--- src/rtl/cache_axi_pkg.sv ---
// cache_axi_pkg
//   Types and constants shared by the cache-line to AXI bridge:
//   - read and write engine state enums
//   - line geometry and the fixed AXI burst encoding
//   - the line_t container
package cache_axi_pkg;

  localparam int LINE_WORDS = 4;
  localparam int ADDR_W     = 32;

  // Index of the final beat in a line burst.
  localparam logic [1:0] LAST_BEAT  = 2'(LINE_WORDS - 1);

  localparam logic [3:0] BURST_LEN  = 4'd3;    // AXI len = beats - 1
  localparam logic [2:0] SIZE_WORD  = 3'd2;    // 4 bytes per beat
  localparam logic [1:0] BURST_INCR = 2'b01;
  localparam logic [3:0] STRB_ALL   = 4'hF;

  typedef logic [127:0] line_t;

  typedef enum logic [1:0] {
    R_IDLE,
    R_AR,
    R_DATA,
    R_DONE
  } rd_state_t;

  typedef enum logic [1:0] {
    W_IDLE,
    W_AW,
    W_DATA,
    W_RESP
  } wr_state_t;

endpackage

--- src/rtl/cache_axi_bridge.sv ---
// cache_axi_bridge
//   Responder for the cache memory-side line port. Each accepted line read
//   becomes one 4-beat INCR burst on AR/R. Each accepted line write becomes
//   one 4-beat INCR burst on AW/W/B. The two engines run concurrently.
//   A read is held off while a write to the same line is outstanding, so a
//   read always observes an earlier write-back of its line.
//
// Ports
//   clk, reset                      clock, synchronous active-high reset
//   rd_req/rd_addr/rd_rdy           line read request handshake
//   ret_valid/ret_data              returned line (one-cycle pulse, data held)
//   wr_req/wr_addr/wr_data/wr_rdy   line write-back request handshake
//   ar*/r*                          AXI read address and read data channels
//   aw*/w*/b*                       AXI write address, data and response channels
module cache_axi_bridge
  import cache_axi_pkg::*;
(
  input  logic              clk,
  input  logic              reset,
  // cache read side
  input  logic              rd_req,
  input  logic [ADDR_W-1:0] rd_addr,
  output logic              rd_rdy,
  output logic              ret_valid,
  output line_t             ret_data,
  // cache write side
  input  logic              wr_req,
  input  logic [ADDR_W-1:0] wr_addr,
  input  line_t             wr_data,
  output logic              wr_rdy,
  // AXI read address
  output logic [ADDR_W-1:0] araddr,
  output logic [3:0]        arlen,
  output logic [2:0]        arsize,
  output logic [1:0]        arburst,
  output logic              arvalid,
  input  logic              arready,
  // AXI read data
  input  logic [31:0]       rdata,
  input  logic              rlast,
  input  logic              rvalid,
  output logic              rready,
  // AXI write address
  output logic [ADDR_W-1:0] awaddr,
  output logic [3:0]        awlen,
  output logic [2:0]        awsize,
  output logic [1:0]        awburst,
  output logic              awvalid,
  input  logic              awready,
  // AXI write data
  output logic [31:0]       wdata,
  output logic [3:0]        wstrb,
  output logic              wlast,
  output logic              wvalid,
  input  logic              wready,
  // AXI write response
  input  logic              bvalid,
  output logic              bready
);

  rd_state_t   rstate, rstate_nxt;
  wr_state_t   wstate, wstate_nxt;

  logic [27:0] rline, wline;      // latched line addresses (addr[31:4])
  line_t       rbuf, wbuf;        // line being assembled / being written
  line_t       rbuf_merged;       // rbuf with the current beat inserted
  line_t       ret_line;
  logic [1:0]  rcnt, wcnt;

  logic        rd_fire, wr_fire, line_hit;
  logic        r_beat, r_end, w_beat;
  logic        unused_offset;

  // Byte offsets within a line are meaningless for whole-line transfers.
  assign unused_offset = ^{rd_addr[3:0], wr_addr[3:0]};

  // ---------------------------------------------------------------------------
  // Request acceptance and read-after-write ordering
  // ---------------------------------------------------------------------------
  assign wr_rdy  = (wstate == W_IDLE) && !reset;
  assign wr_fire = wr_req && wr_rdy;

  // A read must not overtake a write-back of the same line, whether the write
  // is already in flight or is being accepted in this very cycle.
  assign line_hit = ((wstate != W_IDLE) && (wline == rd_addr[31:4])) ||
                    (wr_fire && (wr_addr[31:4] == rd_addr[31:4]));

  assign rd_rdy  = (rstate == R_IDLE) && !line_hit && !reset;
  assign rd_fire = rd_req && rd_rdy;

  // rready is high for the whole of R_DATA, so a beat is simply rvalid there.
  // A missing rlast on the fourth beat still closes the burst.
  assign r_beat = (rstate == R_DATA) && rvalid;
  assign r_end  = r_beat && (rlast || (rcnt == LAST_BEAT));
  assign w_beat = (wstate == W_DATA) && wready;

  // ---------------------------------------------------------------------------
  // Constant burst fields and datapath outputs
  // ---------------------------------------------------------------------------
  assign araddr   = {rline, 4'b0000};
  assign arlen    = BURST_LEN;
  assign arsize   = SIZE_WORD;
  assign arburst  = BURST_INCR;
  assign awaddr   = {wline, 4'b0000};
  assign awlen    = BURST_LEN;
  assign awsize   = SIZE_WORD;
  assign awburst  = BURST_INCR;
  assign wstrb    = STRB_ALL;
  assign wdata    = wbuf[32*int'(wcnt) +: 32];
  assign ret_data = ret_line;

  always_comb begin
    rbuf_merged = rbuf;
    rbuf_merged[32*int'(rcnt) +: 32] = rdata;
  end

  // ---------------------------------------------------------------------------
  // Read engine next-state / outputs
  // ---------------------------------------------------------------------------
  // NOTE: every output of a combinational block gets a default before the case
  // so no path leaves it unassigned; an unassigned path would infer a latch.
  always_comb begin
    rstate_nxt = rstate;
    arvalid    = 1'b0;
    rready     = 1'b0;
    ret_valid  = 1'b0;
    case (rstate)
      R_IDLE: if (rd_fire) rstate_nxt = R_AR;
      R_AR: begin
        arvalid = 1'b1;
        if (arready) rstate_nxt = R_DATA;
      end
      R_DATA: begin
        rready = 1'b1;
        if (r_end) rstate_nxt = R_DONE;
      end
      R_DONE: begin
        ret_valid  = 1'b1;
        rstate_nxt = R_IDLE;
      end
      default: rstate_nxt = R_IDLE;
    endcase
  end

  // ---------------------------------------------------------------------------
  // Write engine next-state / outputs
  // ---------------------------------------------------------------------------
  always_comb begin
    wstate_nxt = wstate;
    awvalid    = 1'b0;
    wvalid     = 1'b0;
    wlast      = 1'b0;
    bready     = 1'b0;
    case (wstate)
      W_IDLE: if (wr_fire) wstate_nxt = W_AW;
      W_AW: begin
        awvalid = 1'b1;
        if (awready) wstate_nxt = W_DATA;
      end
      W_DATA: begin
        wvalid = 1'b1;
        wlast  = (wcnt == LAST_BEAT);
        if (wready && (wcnt == LAST_BEAT)) wstate_nxt = W_RESP;
      end
      W_RESP: begin
        bready = 1'b1;
        if (bvalid) wstate_nxt = W_IDLE;
      end
      default: wstate_nxt = W_IDLE;
    endcase
  end

  // ---------------------------------------------------------------------------
  // Control state: states, beat counters, returned line
  // ---------------------------------------------------------------------------
  always_ff @(posedge clk) begin
    if (reset) begin
      rstate   <= R_IDLE;
      wstate   <= W_IDLE;
      rcnt     <= 2'd0;
      wcnt     <= 2'd0;
      ret_line <= '0;
    end else begin
      rstate <= rstate_nxt;
      wstate <= wstate_nxt;
      // Counters restart on accept so an early rlast cannot skew the next burst.
      if (rd_fire)     rcnt <= 2'd0;
      else if (r_beat) rcnt <= rcnt + 2'd1;
      if (wr_fire)     wcnt <= 2'd0;
      else if (w_beat) wcnt <= wcnt + 2'd1;
      if (r_end)       ret_line <= rbuf_merged;
    end
  end

  // ---------------------------------------------------------------------------
  // Line buffers and latched addresses
  // ---------------------------------------------------------------------------
  // NOTE: these registers carry no reset; they are only observed after an
  // accept has loaded them, so resetting them would add logic for no effect.
  always_ff @(posedge clk) begin
    if (rd_fire) rline <= rd_addr[31:4];
    if (r_beat)  rbuf  <= rbuf_merged;
    if (wr_fire) begin
      wline <= wr_addr[31:4];
      wbuf  <= wr_data;
    end
  end

endmodule

--- config.mk ---
export PLATFORM = sky130hd
export DESIGN_NAME = cache_axi_bridge
export DESIGN_NICKNAME = d
export VERILOG_FILES = /design/src/rtl/cache_axi_pkg.sv /design/src/rtl/cache_axi_bridge.sv
export SDC_FILE = /design/constraint.sdc
export NUM_CORES = 1
export LEC_CHECK = 0
export ABC_AREA = 0
export CAP_MARGIN = 20
export CORE_MARGIN = 3
export CORE_UTILIZATION = 50
export DETAILED_ROUTE_END_ITERATION = 10
export HOLD_SLACK_MARGIN = 0.08
export PLACE_DENSITY_LB_ADDON = 0.3
export SLEW_MARGIN = 40
export SYNTH_ARGS = -nofsm -noshare
export SYNTH_HDL_FRONTEND = slang
export SYNTH_SLANG_ARGS = --single-unit
--- constraint.sdc ---
create_clock -name clk -period 8.15 [get_ports clk]
set_input_delay 1.63 -clock clk [delete_from_list [all_inputs] [get_ports clk]]
set_output_delay 1.63 -clock clk [all_outputs]
set_load 0.01 [all_outputs]
==> results.txt <==
H-tree Lvls = 2
Grt total ovfl = 0
Fin crit period = 6.054 ns
Reg-to-reg endpoint = rline[9]
Async SR Flop Fraction = 0%
DRC marker count from the first detailed-route iteration = 973
Netlist cell types = 39
Setup slack, reg-to-reg = 5.03 ns
Net count, final = 2189
Vias in the first global route = 12810
Clock Sinks = 448
Worst slew pin tran = 0.8149 ns
Ys Warns = 0
RSZ-0062 raised after global routing = no
Headroom to the max-slew limit = 45.67%
Row cnt = 68
Setup_tns = 0 ns
Crit path capture = rd_rdy
P_int = 0.004374 W
Port bufs = 450
CP Data Required Time = 6.52 ns
Initial core utilization = 50.95%
Post-CTS Hold Buffers = 0
Worst-skew pair later-pin latency = 0.56 ns
Peak Freq = 165.2 MHz
Global Route Usage Sum = 25.32%
CP endpoint kind = output pin
Share of layout cells above drive strength 1 = 6.373%
Global-route wire length before repair = 74.85 mm
Pins Over Slew Limit = 0
Ys flop type = edfxtp_1
Area grow syn2layout = 35.76%
CTS tree = done
Via-to-Cell Ratio = 5.223
DP Worst Slack = 2.216 ns
Synthesized area per cell = 11.76 sq um
Most frequent cells in the layout = clkdlybuf4s50_1, nand2_1, edfxtp_1
Io pins = 489
Initial antenna violation count = 5
Power share of the sequential group = 48.1%
Cell count after synthesis = 1504
DRC violations left = 0
Commonest non-fill, non-tap cell in the layout = clkdlybuf4s50_1
Sequential share of the synthesized area = 68.37%
Area of the core = 34710 sq um
Largest net degree at the start of global routing = 102
Placed Instances = 2347
Leakage = 8.425 nW
Worst setup SP type = input pin
Total die area = 37660 sq um
Finish-stage setup viols = 0
CTS Buf Count = 46
DR WL/cell = 20.22 um
CTS root buf = clkbuf_16
DR vias = 12730
Final count of hold timing violations = 0
Max_cap viols = 0
CTS clock-pin slew for the worst setup and hold paths = 0.06 ns
Final Cycle Share = 74.28%
Post-synth EDFFs = 312
Worst R2R Path Depth = 9
Final cell count without fillers = 2437
Clock Tree Buf Depth = 3
HP Class = flop to flop
Power Dens Cells = 247.7 nW/um^2
Setup CP Type = input pin to output pin
Switching Share = 26.45%
Final instance area = 24010 sq um
Seq. cell area = 12090 sq um
RR Startpoint = wstate[0]
Post-CTS Resized = 0
CP arrival = 4.42 ns
Hold Crit Depth = 2
Final WS setup = 2.096 ns
Yosys reg bits = 448
Power share of the combinational group = 18.7%
Antenna Nets Post-Route = 0
Placed Area = 22570 sq um
Clock share of power = 33.2%
Mapped Area = 17690 sq um
Die height = 194.1 um
Hold slack = 0.4520 ns
Sw power = 0.001573 W
Final Skew = 0.01785 ns
Max FO, Critical Path = 4
Placer Congestion = 0.8484
Outcome = completed
Setup bufs post-CTS = 0
Post-Route WL = 49.27 mm
Die X = 194.1 um
Peak supply drop = 0.0002106 V
Fillers = 2510
1st-pass router iterations = 5
Multi-input logic area = 4756 sq um
Setup crit start = wr_req
Post-DP HPWL = 34.10 mm
[worst min path at each step]
| stage | start | end |
|---|---|---|
| 2_1_floorplan | ret_data[0] | ret_data[0] |
| 5_1_grt | ret_data[62] | ret_data[62] |
| 3_3_place_gp | ret_data[92] | ret_data[92] |
| 6_report | ret_data[62] | ret_data[62] |
| 4_1_cts | ret_data[62] | ret_data[62] |
| 3_5_place_dp | ret_data[126] | ret_data[126] |
[flip-flops by register name, indices dropped and copies added (netlist names)]
signal / count
wcnt: 2
rstate: 2
wline: 28
rbuf: 128
wbuf: 128
ret_data: 128
wstate: 2
rline: 28
rcnt: 2
[area by class of cell]
cell class | instances | area share, %
flip-flops and latches | 448 | 50.37
multi-input cells | 838 | 19.81
repair buffers | 467 | 19.34
clock buffers | 69 | 5.362
well taps | 455 | 2.371
inverters | 139 | 2.215
clock inverters | 16 | 0.4794
diodes | 5 | 0.05211
[power by group through the flow]
stage          registers (W)  clock network, W  logic, W
2_1_floorplan        0.00294                 0  0.000540
3_3_place_gp         0.00289                 0   0.00109
3_5_place_dp         0.00291                 0   0.00111
4_1_cts              0.00286           0.00201   0.00112
5_1_grt              0.00288           0.00210   0.00121
6_report             0.00286           0.00197   0.00111
[worst max-delay path: stages]
cell and delay (ns):
clkdlybuf4s50_1 0.55, nand3b_1 0.26, nor4_1 0.47, nand4_1 0.25, nor4_2 0.55, nor3b_1 0.16, clkdlybuf4s50_1 0.55
[synth_stat cells (2+ instances only)]
cell type / instances / area, sq um
xor2_1: 35 / 306.5
a211oi_1: 2 / 15.01
buf_4: 30 / 225.2
nor4_1: 8 / 50.05
nor2b_1: 2 / 12.51
conb_1: 2 / 7.510
buf_1: 6 / 22.52
nor2_1: 8 / 30.03
mux2i_1: 3 / 30.03
inv_1: 138 / 518.0
nand3b_1: 2 / 15.01
nand2_1: 391 / 1468
o21ai_0: 2 / 10.01
nor4bb_1: 2 / 20.02
clkbuf_1: 68 / 255.2
mux4_2: 32 / 720.7
a21oi_1: 129 / 645.6
buf_2: 3 / 15.01
nor3_1: 7 / 35.03
edfxtp_1: 312 / 9369
ha_1: 15 / 187.7
dfxtp_1: 136 / 2723
xnor2_1: 23 / 201.4
o21ai_1: 126 / 630.6
nand4_1: 8 / 50.05
[kinds of logic (layout without fill, tap and decap cells)]
| group | count (synthesis) | count (layout) | share of synthesized area, % |
|---|---|---|---|
| adders and majority gates | 15 | 15 | 1.061 |
| other | 2 | 35 | 0.04246 |
| and+or+nand+nor | 435 | 435 | 9.834 |
| muxes | 35 | 35 | 4.245 |
| buffers and inverters | 246 | 691 | 5.879 |
| AOI/OAI and AO/OA | 265 | 265 | 7.697 |
| xor gates and xnor gates | 58 | 58 | 2.872 |
| DFF | 448 | 448 | 68.37 |
[stage by stage]
stage | total power (W) | util, %
floorplan | 0.003485 | -
global placement | 0.003979 | 64.89
detailed placement | 0.004019 | 65.01
CTS | 0.005989 | 69.05
global route | 0.006189 | 69.16
finish | 0.005946 | 69.16
[per-layer routing]
metal / GRT usage (%) / up-vias / routed length [um]
li1: - / 5944 / -
met2: 43.99 / 507 / 25160
met1: 30.90 / 6192 / 18710
met5: 0 / - / 0
met4: 8.910 / 0 / 1516
met3: 6.360 / 86 / 3880
(Power assumes the default switching activity.)
